File: src/rtl/risc16_dmem_arb.sv
// risc16_dmem_arb: shares the data-memory port between the RISC16 core and a
// host requester. The core always wins. Host requests wait in a small FIFO and
// issue only in cycles where the core leaves the memory idle.
module risc16_dmem_arb #(
    parameter int unsigned DEPTH    = 4,
    parameter int unsigned MAX_WAIT = 64
) (
    input  logic        clk,
    input  logic        rst,
    input  logic [15:0] daddr,
    input  logic [15:0] ddout,
    input  logic        doe,
    input  logic        dwe0,
    input  logic        dwe1,
    output logic [15:0] ddin,
    input  logic        h_valid,
    output logic        h_ready,
    input  logic        h_we,
    input  logic [1:0]  h_be,
    input  logic [15:0] h_addr,
    input  logic [15:0] h_wdata,
    output logic        h_rvalid,
    output logic [15:0] h_rdata,
    output logic        h_busy,
    output logic        starve,
    output logic [15:0] maddr,
    output logic [15:0] mdout,
    input  logic [15:0] mdin,
    output logic        moe,
    output logic        mwe0,
    output logic        mwe1
);

    localparam int unsigned AW = $clog2(DEPTH);
    localparam int unsigned WW = $clog2(MAX_WAIT + 1);

    typedef struct packed {
        logic        we;
        logic [1:0]  be;
        logic [15:0] addr;
        logic [15:0] wdata;
    } req_t;

    req_t          fifo_q [DEPTH];
    req_t          head;
    logic [AW-1:0] wr_ptr_q, wr_ptr_d, rd_ptr_q, rd_ptr_d;
    logic [AW:0]   count_q, count_d;
    logic [WW-1:0] wait_q, wait_d;
    logic          starve_q, starve_d;
    logic          rvalid_q, rvalid_d;
    logic [15:0]   rdata_q, rdata_d;
    logic          cpu_act, fifo_full, fifo_empty, push, pop;

    // Arbitration decision: core first, host head only when the core is idle.
    always_comb begin
        cpu_act    = doe | dwe0 | dwe1;
        fifo_full  = (count_q == (AW + 1)'(DEPTH));
        fifo_empty = (count_q == '0);
        push       = h_valid && !fifo_full && !rst;
        pop        = !cpu_act && !fifo_empty && !rst;
        head       = fifo_q[rd_ptr_q];
    end

    // Memory port mux; idle cycles drive all-zero.
    always_comb begin
        maddr = '0;
        mdout = '0;
        moe   = 1'b0;
        mwe0  = 1'b0;
        mwe1  = 1'b0;
        if (cpu_act) begin
            maddr = daddr;
            mdout = ddout;
            moe   = doe;
            mwe0  = dwe0;
            mwe1  = dwe1;
        end else if (pop) begin
            maddr = head.addr;
            mdout = head.wdata;
            moe   = !head.we;
            mwe0  = head.we & head.be[0];
            mwe1  = head.we & head.be[1];
        end
    end

    // Next-state for FIFO pointers, read response and starvation counter.
    always_comb begin
        wr_ptr_d = push ? wr_ptr_q + 1'b1 : wr_ptr_q;
        rd_ptr_d = pop  ? rd_ptr_q + 1'b1 : rd_ptr_q;
        count_d  = count_q;
        if (push && !pop) begin
            count_d = count_q + 1'b1;
        end else if (pop && !push) begin
            count_d = count_q - 1'b1;
        end
        rvalid_d = pop && !head.we;
        rdata_d  = (pop && !head.we) ? mdin : rdata_q;
        if (fifo_empty || pop) begin
            wait_d = '0;
        end else if (cpu_act && (wait_q != WW'(MAX_WAIT))) begin
            wait_d = wait_q + 1'b1;
        end else begin
            wait_d = wait_q;
        end
        starve_d = (wait_d == WW'(MAX_WAIT));
    end

    // State registers with synchronous reset.
    always_ff @(posedge clk) begin
        if (rst) begin
            wr_ptr_q <= '0;
            rd_ptr_q <= '0;
            count_q  <= '0;
            wait_q   <= '0;
            starve_q <= 1'b0;
            rvalid_q <= 1'b0;
            rdata_q  <= '0;
        end else begin
            wr_ptr_q <= wr_ptr_d;
            rd_ptr_q <= rd_ptr_d;
            count_q  <= count_d;
            wait_q   <= wait_d;
            starve_q <= starve_d;
            rvalid_q <= rvalid_d;
            rdata_q  <= rdata_d;
        end
    end

    // FIFO storage; contents are don't-care until written, so no reset.
    always_ff @(posedge clk) begin
        if (push) begin
            fifo_q[wr_ptr_q] <= '{we: h_we, be: h_be, addr: h_addr, wdata: h_wdata};
        end
    end

    // A pulse pending from a read issued just before reset is masked while
    // rst is high, so no stale response ever reaches the host.
    always_comb begin
        ddin     = mdin;
        h_ready  = !fifo_full;
        h_busy   = !fifo_empty;
        h_rvalid = rvalid_q & !rst;
        h_rdata  = rdata_q;
        starve   = starve_q;
    end

endmodule

File: config.mk
export PLATFORM = sky130hd
export DESIGN_NAME = risc16_dmem_arb
export DESIGN_NICKNAME = d
export VERILOG_FILES = /design/src/rtl/risc16_dmem_arb.sv
export SDC_FILE = /design/constraint.sdc
export NUM_CORES = 1
export LEC_CHECK = 0
export ABC_AREA = 1
export CORE_MARGIN = 4
export CORE_UTILIZATION = 45
export DETAILED_ROUTE_END_ITERATION = 6
export PLACE_DENSITY = 0.77
export SKIP_CTS_REPAIR_TIMING = 1
export SYNTH_ARGS = -nofsm -noshare
export SYNTH_HDL_FRONTEND = slang
export SYNTH_SLANG_ARGS = --single-unit
File: constraint.sdc
create_clock -name clk -period 3.36 [get_ports clk]
set_clock_uncertainty 0.1 [all_clocks]
set_input_delay 0.504 -clock clk [delete_from_list [all_inputs] [get_ports clk]]
set_output_delay 0.504 -clock clk [all_outputs]
set_load 0.02 [all_outputs]
=== After elaboration in Yosys (flattened, before gate mapping) ===
Memories as Yosys holds them, arrays and structs flattened. A register that Yosys moved wholly into a read port is not among the register bits.
Index checks and enable logic that the tools add are counted.
W data, S select, Z words.

* Memories kept: 1
* Output and inout port bits: 71
* Register bits after elaboration: 32
* Word-level logic and storage cells: 57
* RAM bits: 140

{| class="wikitable"
|+ Memory list
! memory !! words !! width !! read ports !! clocked after memory_dff !! wr ports !! RTL line !! text
|-
| fifo_q || 4 || 35 || 1 || 1 || 1 || 44 || <nowiki>req_t fifo_q [DEPTH];</nowiki>
|}

* Reductions and logical operators: 18
* Add/sub/neg operators: 5
* Equal/unequal tests: 3
* Muxes and demuxes: 18
* Bitwise gates (word level): 5

{| class="wikitable"
|+ Operator list
! kind !! number
|-
| $mux W16 || 4
|-
| $mux W7 || 2
|-
| $logic_and A1 B1 Y1 || 8
|-
| $mux W1 || 8
|-
| $add A7 B1 Y7 const B || 1
|-
| $eq A7 B7 Y1 const B || 1
|-
| $logic_not A1 Y1 || 7
|-
| $ne A7 B7 Y1 const B || 1
|-
| $mux W3 || 2
|-
| $add A2 B1 Y2 const B || 2
|-
| $mux W2 || 2
|-
| $add A3 B1 Y3 const B || 1
|-
| $and A1 B1 Y1 || 3
|-
| $eq A3 B3 Y1 const B || 1
|-
| $logic_not A3 Y1 || 1
|-
| $sub A3 B1 Y3 const B || 1
|-
| $or A1 B1 Y1 || 2
|-
| $reduce_bool A2 Y1 || 1
|-
| $logic_or A1 B1 Y1 || 1
|}

=== Depth between registers and ports, before layout ===
* Word-level depth: 8
* Gate-level depth with buffers: 13
* Depth with buffers taken out: 13

=== Worst setup path after synthesis ===
OpenSTA, ideal clock, no wires.

* Kind: reg2reg
* From: register count_q[0]
* To: memory fifo_q[0][0] (netlist name) (enable)
* Data arrival time: 2.544 ns
* Path slack: 0.289 ns
* Stages on the path, launching flop included: 7
* Period minus slack after synthesis: 3.071 ns
* Path buffers: 0
* Cells stage by stage: dfxtp_1 -> inv_1 -> nand3_1 -> nand2_1 -> nor2_1 -> inv_1 -> nor2_1

* Longest elaborated chain between the ends: 6

{| class="wikitable"
|+ RTL lines
! item !! RTL line !! text
|-
| start, declared || 47 || <nowiki>logic [AW:0] count_q, count_d;</nowiki>
|-
| start signal, assigned || 121 || <nowiki>count_q <= count_d;</nowiki>
|-
| $eq A3 B3 Y1 || 57 || <nowiki>fifo_full = (count_q == (AW + 1)'(DEPTH));</nowiki>
|-
| $logic_not A1 Y1 || -- ||
|-
| net h_ready || 17 || <nowiki>output logic h_ready,</nowiki>
|-
| $logic_and A1 B1 Y1 (2 in series) || 59 || <nowiki>push = h_valid && !fifo_full && !rst;</nowiki>
|-
| net push || 52 || <nowiki>logic cpu_act, fifo_full, fifo_empty, push, pop;</nowiki>
|-
| $mux W1 || 131 || <nowiki>if (push) begin</nowiki>
|-
| $mux W1 (implied by the code) || 132 || <nowiki>fifo_q[wr_ptr_q] <= '{we: h_we, be: h_be, addr: h_addr, wdata: h_wdata};</nowiki>
|-
| end, declared || 44 ||
|}

The timed path passes the listed nets, and every way through them passes these cells.

==> impl_metrics.tcl <==
set metrics [dict create \
    drive_gt1_share_pct 7.83 \
    dp_worst_setup_slack_ns 0.328 \
    power.density_nw_per_um2 520 \
    fp-row-count 46 \
    maxCapViolCount 0 \
    ys_top_cells_by_count "edfxtp_1, nand2_1, inv_1, nand3_1, a21oi_1" \
    synth_cell_types 30 \
    nets 890 \
    worstHoldStart "h_rdata[4]" \
    synth.avg_cell_area_um2 11.3 \
    io_buffers 159 \
    cts_buffers 17 \
    required_ns 2.76 \
    wl_per_cell_um 16.8 \
    cts.reportedPaths.clkPinSlew_ns 0.06 \
    crit_path_max_fanout 29 \
    layout_setup_ws_ns 0.216 \
    hold_violations 0 \
    cellLeakagePower_nw 3.70 \
    cts_tree "built" \
    synth_top_area_share_pct 57.6 \
    synth_largest_area_cell "edfxtp_1" \
    start_kind "register" \
    end_kind "output pin" \
    clk_latency_ns 0.42 \
    reg2reg_from "count_q[1]" \
    async_flop_share_pct 0 \
    hpwlAfterDp_um 11300 \
    grt_pass1_vias 5099 \
    place_area_um2 9090 \
    ff2ff_setup_slack_ns 1.02 \
    grt_max_degree 45 \
    gr-total-overflow 0 \
    grt_first_pass_wirelength_um 26300 \
    tightest_slew_ns 0.584 \
    wl_um 17200 \
    final_area_um2 9760 \
    drc 0 \
    hp-class "register to register" \
    ant_nets 0 \
    yosysSeqAreaShare_pct 66.9 \
    cp_data_arrival_time_ns 2.54 \
    power_mw 5.08 \
    first_pass_iters 7 \
    max_clock_freq_mhz 318 \
    final-max-slew-violation-count 0 \
    route.vias.total 5259 \
    clockRootBuffer "clkbuf_16" \
    ys_ff_latch 174 \
    cts_buffer_depth 2 \
    syn_inst 645 \
    fp.dieW_um 135 \
    antenna_found_initial 0 \
    synth_area_um2 7300 \
    crit_type "register to output pin" \
    drt_iter0_drc 410 \
    syn-num-nets 742 \
    start_util_pct 45.9 \
    gr-usage-all-layers_pct 18.7 \
    fin_crit_ns 3.14 \
    synth.most_common_cell "edfxtp_1" \
    ir_worst_vdd_mv 0.362 \
    dieArea_um2 18300 \
    fin_setup_tns_ns 0 \
    synth_edf_count 140 \
    max_slew_margin_pct 60.9 \
    io_pins 160 \
    htreeDepth 4 \
    fillers 1276 \
    area_growth_pct 33.8 \
    rsz0062_at_grt "false" \
    dieHeight_um 135 \
    period_share_pct 93.6 \
    synth_flop_cell "edfxtp_1" \
    outcome "finished, final reports clean" \
    setup_viol 0 \
    vias_per_cell 5.15 \
    routabilityCongestion 0.763 \
    clock_sinks 174 \
    diodes 0 \
    final_core_util_pct 61.5 \
    coreArea_um2 15900 \
    yosys_warnings 0 \
    netlist_top_cells_area "edfxtp_1, dfxtp_1, nand2_1" \
]
-- state kept, by name (all words and copies together), names as in the netlist, named ones only --
name / count
starve: 1
rvalid_q: 1
rd_ptr_q: 2
h_rdata: 16
count_q: 3
fifo_q: 140
wait_q: 7
wr_ptr_q: 2
-- routing by layer --
layer / track usage [%] / part of all wire [%] / up-vias
met5: 0 / 0 / -
met4: 6.94 / 1.8 / 0
met2: 32.1 / 52 / 130
li1: - / - / 2559
met1: 22.8 / 41 / 2549
met3: 4.68 / 4.8 / 21
-- power by group --
part           total, mW  internal, mW  switching, mW
Clock               2.15          1.39          0.764
Sequential          2.42          2.40         0.0276
Combinational      0.508         0.245          0.263
Total               5.08          4.03           1.06
-- metrics by stage --
stage,cells,hold WS [ns]
detailed placement,989,0.356
finish,1021,0.363
global route,1021,0.380
global placement,989,0.347
CTS,1020,0.365
floorplan,645,0.336
-- layout by cell type (no fill, tap or decap), types with 6 or more instances in the layout --
cell type        instances
a32o_1                  32
edfxtp_1               140
o21ai_0                 44
buf_4                   13
bufinv_16                6
nor2_1                  18
clkbuf_16               17
clkdlybuf4s50_1        159
nand3_1                 58
inv_1                   61
ha_1                     7
nand2_1                128
dfxtp_1                 33
a21oi_1                 45
-- final cells by class --
cell class | count | area, um^2 | area share [%]
timing repair buffer | 177 | 1780 | 18.3
clock buffer | 19 | 433 | 4.43
tap | 216 | 270 | 2.77
clock inverter | 12 | 218 | 2.23
multi-input combinational | 356 | 1910 | 19.6
inverter | 67 | 256 | 2.63
sequential | 174 | 4890 | 50.1
-- worst max-delay path, stage by stage, from the launching register on --
cell,delay [ns]
dfxtp_1,0.52
inv_4,0.22
buf_4,0.23
a21oi_1,0.15
o21ai_0,0.16
a32o_1,0.28
clkdlybuf4s50_1,0.54
-- cell families after synthesis --
kind of cell	share of synthesized area, %
AOI/OAI and AO/OA	10.8
xor gates and xnor gates	0.120
adders and majority gates	1.47
buffers and inverters	7.27
DFF	66.9
and+or+nand+nor	13.4
-- final timing paths --
kind         depth (start not counted)            end
min                                  2     h_rdata[4]
max                                  6       mdout[0]
min reg2reg                          2     h_rdata[4]
max reg2reg                          7  fifo_q[2][22]
No activity file was read; power rests on OpenSTA's default activity.
